`src/rtl/nn_param_pkg.sv`:
```
// Shared definitions for the parameter shift loader: mode encodings,
// default word width and the (neuron, j) -> slot index mapping.
package nn_param_pkg;

  typedef enum logic [1:0] {
    MODE_HOLD   = 2'b00,
    MODE_SHIFT  = 2'b01,
    MODE_COMMIT = 2'b10,
    MODE_CLEAR  = 2'b11
  } mode_e;

  localparam int DATA_W_DEF = 8;

  // Each neuron owns N_INPUTS weights, then bias, then threshold.
  function automatic int slot_idx(input int neuron, input int j, input int n_inputs);
    return neuron * (n_inputs + 2) + j;
  endfunction

endpackage

```
`src/rtl/param_frame_counter.sv`:
```
// Saturating frame counter: tracks shadow fill level and derives
// load_done / in_ready combinationally from the count.
module param_frame_counter #(
  parameter int L     = 24,
  parameter int CNT_W = $clog2(L + 1)
) (
  input  logic clk,
  input  logic reset,
  input  logic inc_i,
  input  logic clr_i,
  output logic load_done_o,
  output logic in_ready_o
);

  localparam logic [CNT_W-1:0] FULL = CNT_W'(L);

  logic [CNT_W-1:0] cnt_q, cnt_d;

  always_comb begin
    cnt_d = cnt_q;
    if (clr_i)                        cnt_d = '0;
    else if (inc_i && cnt_q != FULL)  cnt_d = cnt_q + 1'b1;
  end

  always_ff @(posedge clk) begin
    if (reset) cnt_q <= '0;
    else       cnt_q <= cnt_d;
  end

  assign load_done_o = (cnt_q == FULL);
  assign in_ready_o  = (cnt_q <  FULL);

endmodule

```
`src/rtl/param_shift_loader.sv`:
```
// Shadow shift chain + active parameter bank with commit/clear protocol.
// Optional readback of the word leaving slot 0: define PARAM_READBACK_EN.
module param_shift_loader
  import nn_param_pkg::*;
#(
  parameter int DATA_W    = DATA_W_DEF,
  parameter int N_NEURONS = 4,
  parameter int N_INPUTS  = 4,
  localparam int L        = N_NEURONS * (N_INPUTS + 2),
  localparam int CNT_W    = $clog2(L + 1)
) (
  input  logic                clk,
  input  logic                reset,
  input  logic [1:0]          mode,
  input  logic [DATA_W-1:0]   data_in,
  input  logic                in_valid,
  output logic                in_ready,
  output logic [L*DATA_W-1:0] params_o,
  output logic                load_done,
  output logic                commit_pulse,
  output logic                err,
  output logic [DATA_W-1:0]   rb_data,
  output logic                rb_valid
);

  logic [L-1:0][DATA_W-1:0] shadow_q, shadow_d, shifted;
  logic [L-1:0][DATA_W-1:0] active_q, active_d;
  logic                     err_q, err_d;
  logic                     cp_q;
  mode_e                    m;
  logic                     shift_acc, commit_ok, clear;

  assign m         = mode_e'(mode);
  assign shift_acc = (m == MODE_SHIFT)  && in_valid && in_ready;
  assign commit_ok = (m == MODE_COMMIT) && load_done;
  assign clear     = (m == MODE_CLEAR);

  param_frame_counter #(.L(L), .CNT_W(CNT_W)) u_cnt (
    .clk         (clk),
    .reset       (reset),
    .inc_i       (shift_acc),
    .clr_i       (commit_ok || clear),
    .load_done_o (load_done),
    .in_ready_o  (in_ready)
  );

  // New words enter at the top slot and walk down toward slot 0.
  for (genvar k = 0; k < L; k++) begin : g_shift
    if (k < L - 1) begin : g_mid
      assign shifted[k] = shadow_q[k+1];
    end else begin : g_top
      assign shifted[k] = data_in;
    end
  end

  always_comb begin
    shadow_d = shadow_q;
    if (clear)          shadow_d = '0;
    else if (shift_acc) shadow_d = shifted;

    active_d = commit_ok ? shadow_q : active_q;

    err_d = err_q;
    if (clear)                                                 err_d = 1'b0;
    else if ((m == MODE_SHIFT && in_valid && !in_ready) ||
             (m == MODE_COMMIT && !load_done))                 err_d = 1'b1;
  end

  always_ff @(posedge clk) begin
    if (reset) begin
      shadow_q <= '0;
      active_q <= '0;
      err_q    <= 1'b0;
      cp_q     <= 1'b0;
    end else begin
      shadow_q <= shadow_d;
      active_q <= active_d;
      err_q    <= err_d;
      cp_q     <= commit_ok;
    end
  end

  assign params_o     = active_q;
  assign err          = err_q;
  assign commit_pulse = cp_q;

`ifdef PARAM_READBACK_EN
  logic [DATA_W-1:0] rb_data_q;
  logic              rb_valid_q;

  always_ff @(posedge clk) begin
    if (reset) begin
      rb_data_q  <= '0;
      rb_valid_q <= 1'b0;
    end else begin
      rb_valid_q <= shift_acc;
      if (shift_acc) rb_data_q <= shadow_q[0];
    end
  end

  assign rb_data  = rb_data_q;
  assign rb_valid = rb_valid_q;
`else
  assign rb_data  = '0;
  assign rb_valid = 1'b0;
`endif

endmodule
```
`config.mk`:
```
export PLATFORM = sky130hd
export DESIGN_NAME = param_shift_loader
export DESIGN_NICKNAME = d
export VERILOG_FILES = /design/src/rtl/nn_param_pkg.sv /design/src/rtl/param_frame_counter.sv /design/src/rtl/param_shift_loader.sv
export SDC_FILE = /design/constraint.sdc
export NUM_CORES = 1
export LEC_CHECK = 0
export CAP_MARGIN = 15
export CORE_ASPECT_RATIO = 1.4
export CORE_MARGIN = 5
export CORE_UTILIZATION = 55
export CTS_CLUSTER_SIZE = 24
export DETAILED_ROUTE_END_ITERATION = 6
export GPL_TIMING_DRIVEN = 0
export PLACE_DENSITY_LB_ADDON = 0.3
export SYNTH_ARGS = -nofsm -noshare
export SYNTH_HDL_FRONTEND = slang
export SYNTH_SLANG_ARGS = --single-unit
```
`constraint.sdc`:
```
create_clock -name clk -period 2.9 [get_ports clk]
set_input_delay 0.58 -clock clk [delete_from_list [all_inputs] [get_ports clk]]
set_output_delay 0.58 -clock clk [all_outputs]
set_load 0.02 [all_outputs]
```
### Yosys cells after proc, flatten, opt, wreduce, memory -nomap -nowiden

Index checks and enable logic that the tools add are counted.

* $add $sub $neg: 1
* magnitude comparators: 1
* equality and inequality tests: 5
* reduce and logical (&&, ||, !) cells: 12

Operator list (number)
* 1-bit logical AND: 6
* 5-bit by 1-bit adder with 5-bit output, second input constant: 1
* 5-bit == test, second input constant: 1
* 5-bit < comparator, second input constant: 1
* 5-bit != test, second input constant: 1
* 2-bit == test, second input constant: 2
* 2-bit OR reduction: 2
* 2-bit by 1-bit == test with 1-bit output, second input constant: 1
* 1-bit zero test: 2
* 1-bit logical OR: 2

* register bits after elaboration: 391
* bits of input ports: 13
* output and inout port bits: 205
* word-level logic and storage cells: 70

### Longest topological paths before layout

* word-level depth: 4
* depth in mapped cells: 9
* depth with buffers taken out: 6

### Hierarchy

From an unflattened synthesis, not the netlist that was laid out.

* cell total of the unflattened synthesis: 1711
* area total of the unflattened synthesis: 13614.3 um^2

Modules (own cells, without submodules)
* param_shift_loader: times used 1, cells each 1681, area each 13322.8 um^2, sequential area each 7727.4 um^2
* param_frame_counter: times used 1, cells each 30, area each 291.5 um^2, sequential area each 100.1 um^2

### Worst setup path after synthesis

OpenSTA, ideal clock, no wires.

* path type: register to output
* start point: register u_cnt.cnt_q[0]
* end point: output load_done
* data arrival time: 1.170 ns
* required time: 2.320 ns
* slack: 1.150 ns
* stages on the path, launching flop included: 7
* buffers on the path: 2
* path through: dfxtp_1 -> inv_1 -> ha_1 -> nand4b_2 -> buf_2 -> inv_4 -> buf_2

* word-level cells in the longest chain between the ends: 1

RTL lines
* start, declared: line param_frame_counter.sv:17 `logic [CNT_W-1:0] cnt_q, cnt_d;`
* start signal, assigned: line param_frame_counter.sv:27 `else cnt_q <= cnt_d;`
* 5-bit == test: line param_frame_counter.sv:30 `assign load_done_o = (cnt_q == FULL);`
* end, declared: line param_shift_loader.sv:19 `output logic load_done,`

No other way between the ends.

### Worst setup path in the final report

Same ends and word-level chain as after synthesis.

==> flow_summary.toml <==
[sta]
rsz0062_at_grt = "false"
slew_violations = 0
period_minus_slack_ns = 2.737
finalClockSkew_ns = 0.01420
relSlewSlack = 0.3808
fin_crit_sh = 0.9438
worst_slew_pin_slew_ns = 0.9288
tns_ns = 0
setup_ws_ns = 0.1629
finalHoldViolCount = 0
setup_viol = 0
timing.hold.ws_ns = 0.4633
clock.fmax_ghz = 0.3653

[yosys]
ys_top_cells_by_area = "dfxtp_1, a21oi_1, nand3_1"
yosysWarnings = 0
yosysSeqAreaShare = 0.5229
ys_ff_latch = 391
synthMuxAreaShare = 0
syn_avg_cell_area_um2 = 8.312
synth_adder_area_share = 0.001672
synth_top_area_cell = "dfxtp_1"
synth_top_family_by_area = "compound AO/OA/AOI/OAI gates"
synth_enable_flop_cells = 0
synth_top_area_frac = 0.5229
synthArstFlopShare = 0
synth.distinct_cells = 30
synth_xor_area_frac = 0
ys.flop_type = "dfxtp_1"
synthSimpleGateAreaFrac = 0.1356
synthCells = 1801
synth_area_mm2 = 0.01497
synth-compound-area-share = 0.2619

[routing]
drt_first_pass_iters = 6
drtIter0Drc = 1176
num_vias = 14399
drt_wl_total_um = 42750
avgRoutedWirePerCell_um = 17.46
post-route-drc-count = 0
avgViaCountPerCell = 5.882
ant_nets = 0

[layout]
n_antenna_cell = 0
final_common_cell = "dfxtp_1"
mostFrequentLayoutCells = "dfxtp_1, a21oi_1, nand3_1"
synthToLayoutAreaGrowth_pct = 25.89
fin_nets = 2070
stdcell_area_mm2 = 0.01885
drive_gt1_frac = 0.07297

[global_routing]
track_usage = 0.2664
antenna_found_initial = 0
gr-total-overflow = 0
grt_max_degree = 16
grt_pass1_vias = 13543
grt_pass1_wl_um = 67780

[place]
numPortBuffers = 207
post-dp-hpwl_um = 30100
globalplace.congestion = 0.8728
postPlaceCellArea_mm2 = 0.01753
place_ws_ns = 0.1418

[clock_tree]
cts_resized = 4
clockRootBuffer = "clkbuf_16"
cts_setup_buffers = 0
cts.sinks = 391
numCtsBuffers = 37
cts-hold-fix-buffers = 0
clk_latency_ns = 0.52
path_clk_slew_ns = 0.07
htreeDepth = 2
cts_tree = "yes"
cts_buffer_depth = 3

[floorplan]
start_util = 0.5580
num_io_pins = 218
std_cell_rows = 71
die_w_um = 149.4
die_h_um = 205.2
core_area_mm2 = 0.02683
dieArea_mm2 = 0.03067

[power]
internal-power_mw = 8.501
p_per_area_mw_per_mm2 = 576.6
finalPower_mw = 10.87
power.share.sequential = 0.495
power_frac_comb = 0.032
p_leak_nw = 5.855
p_clk_frac = 0.473
p_sw_mw = 2.366
irDropWorstVdd_v = 0.0004745
power.share.switching = 0.2177

[worst_setup_path]
reg2regPathDepth = 7
end_kind = "output pin"
critPathArrivalTime_ns = 2.16
cp_max_fo = 10
crit_path_start_kind = "flip-flop"
ff2ff_setup_slack_ns = 0.89
cp.required_ns = 2.32
slowest_stage = "dfxtp_1"
reg2reg_to = "params_o[109]$_SDFFE_PP0P_"
cpPeakStageDelay_ns = 0.34
worstReg2RegStart = "u_cnt.cnt_q[0]$_SDFFE_PP0P_"
criticalPathCategory = "flip-flop to output pin"
cp_cell_sequence = "inv_1 > ha_1 > nand4b_4 > buf_4 > inv_4 > buf_2 > clkbuf_2"

[worst_hold_path]
holdPathStages = 2
whs_endpoint = "params_o[1]$_SDFFE_PP0P_"
hp-start = "shadow_q[1]$_SDFFE_PP0P_"
hold_path.class = "flip-flop to flip-flop"

[run_status]
outcome = "finished clean"

[run]
cap_violations = 0
-- Yosys cell counts (2+ instances only) --
cell and n:
a21oi_1 388, o21ai_0 386, inv_1 3, a21o_1 2
buf_1 7, clkbuf_1 135, nor2_1 2, buf_2 34
buf_6 21, buf_4 25, o31ai_1 2, dfxtp_1 391
ha_1 2, nand3_1 387
-- layout make-up --
| class | instances | area (um2) |
|---|---|---|
| flip-flops and latches | 391 | 7828 |
| inverters | 5 | 21.27 |
| fillers | 2246 | 7981 |
| plain buffers | 223 | 1145 |
| repair buffers | 207 | 2066 |
| clock inverters | 15 | 197.7 |
| clock buffers | 52 | 1115 |
| well taps | 365 | 456.7 |
| multi-input cells | 1190 | 6018 |
-- stage by stage --
| stage | std cells | utilization |
|---|---|---|
| finish | 2448 | 0.7025 |
| CTS | 2448 | 0.7026 |
| global route | 2448 | 0.7025 |
| floorplan | 1809 | - |
| detailed placement | 2381 | 0.6534 |
| global placement | 2381 | 0.6534 |
-- critical path: cells and delay by family (launching register included) --
| kind | cells | cell delay [ns] |
|---|---|---|
| buf+inv | 5 | 0.89 |
| flops | 1 | 0.34 |
| fa+ha+maj | 1 | 0.21 |
| simple gates | 1 | 0.21 |
-- power by group through the flow --
stage	logic, mW	registers (mW)	clock network [mW]
2_1_floorplan	0.226	5.50	0
3_3_place_gp	0.329	5.50	0
3_5_place_dp	0.336	5.50	0
4_1_cts	0.339	5.38	5.19
5_1_grt	0.378	5.37	5.43
6_report	0.347	5.38	5.14
-- worst max path at each step --
stage | from | slack (ns) | to | cells after the start
final | u_cnt.cnt_q[0]$_SDFFE_PP0P_ | 0.16 | load_done | 7
after global routing | u_cnt.cnt_q[0]$_SDFFE_PP0P_ | 0.07 | load_done | 7
after CTS | u_cnt.cnt_q[0]$_SDFFE_PP0P_ | 0.02 | load_done | 7
after detailed placement | u_cnt.cnt_q[0]$_SDFFE_PP0P_ | 0.14 | load_done | 7
after global placement | u_cnt.cnt_q[0]$_SDFFE_PP0P_ | 0.17 | load_done | 7
after floorplan | u_cnt.cnt_q[0]$_SDFFE_PP0P_ | 1.15 | load_done | 6
-- state kept, by name, indices dropped and copies added (netlist names) --
register,cells
u_cnt.cnt_q,5
commit_pulse,1
params_o,192
err,1
shadow_q,192
-- per-layer routing --
layer	wire, um	global-route usage	vias up	share of wire
met5	0	0	-	0
met4	1906	0.1148	0	0.045
met3	2776	0.04560	126	0.065
met2	21860	0.4761	534	0.51
met1	16210	0.3129	6779	0.38
li1	-	-	6960	-
-- logic make-up (layout without fill, tap and decap cells) --
logic type                 Yosys count  count (layout)
other                                1               9
AOI/OAI and AO/OA                  780             780
DFF                                391             391
buffers and inverters              228             502
adders and majority gates            2               2
and+or+nand+nor                    399             399
No activity file was read; power rests on OpenSTA's default activity.
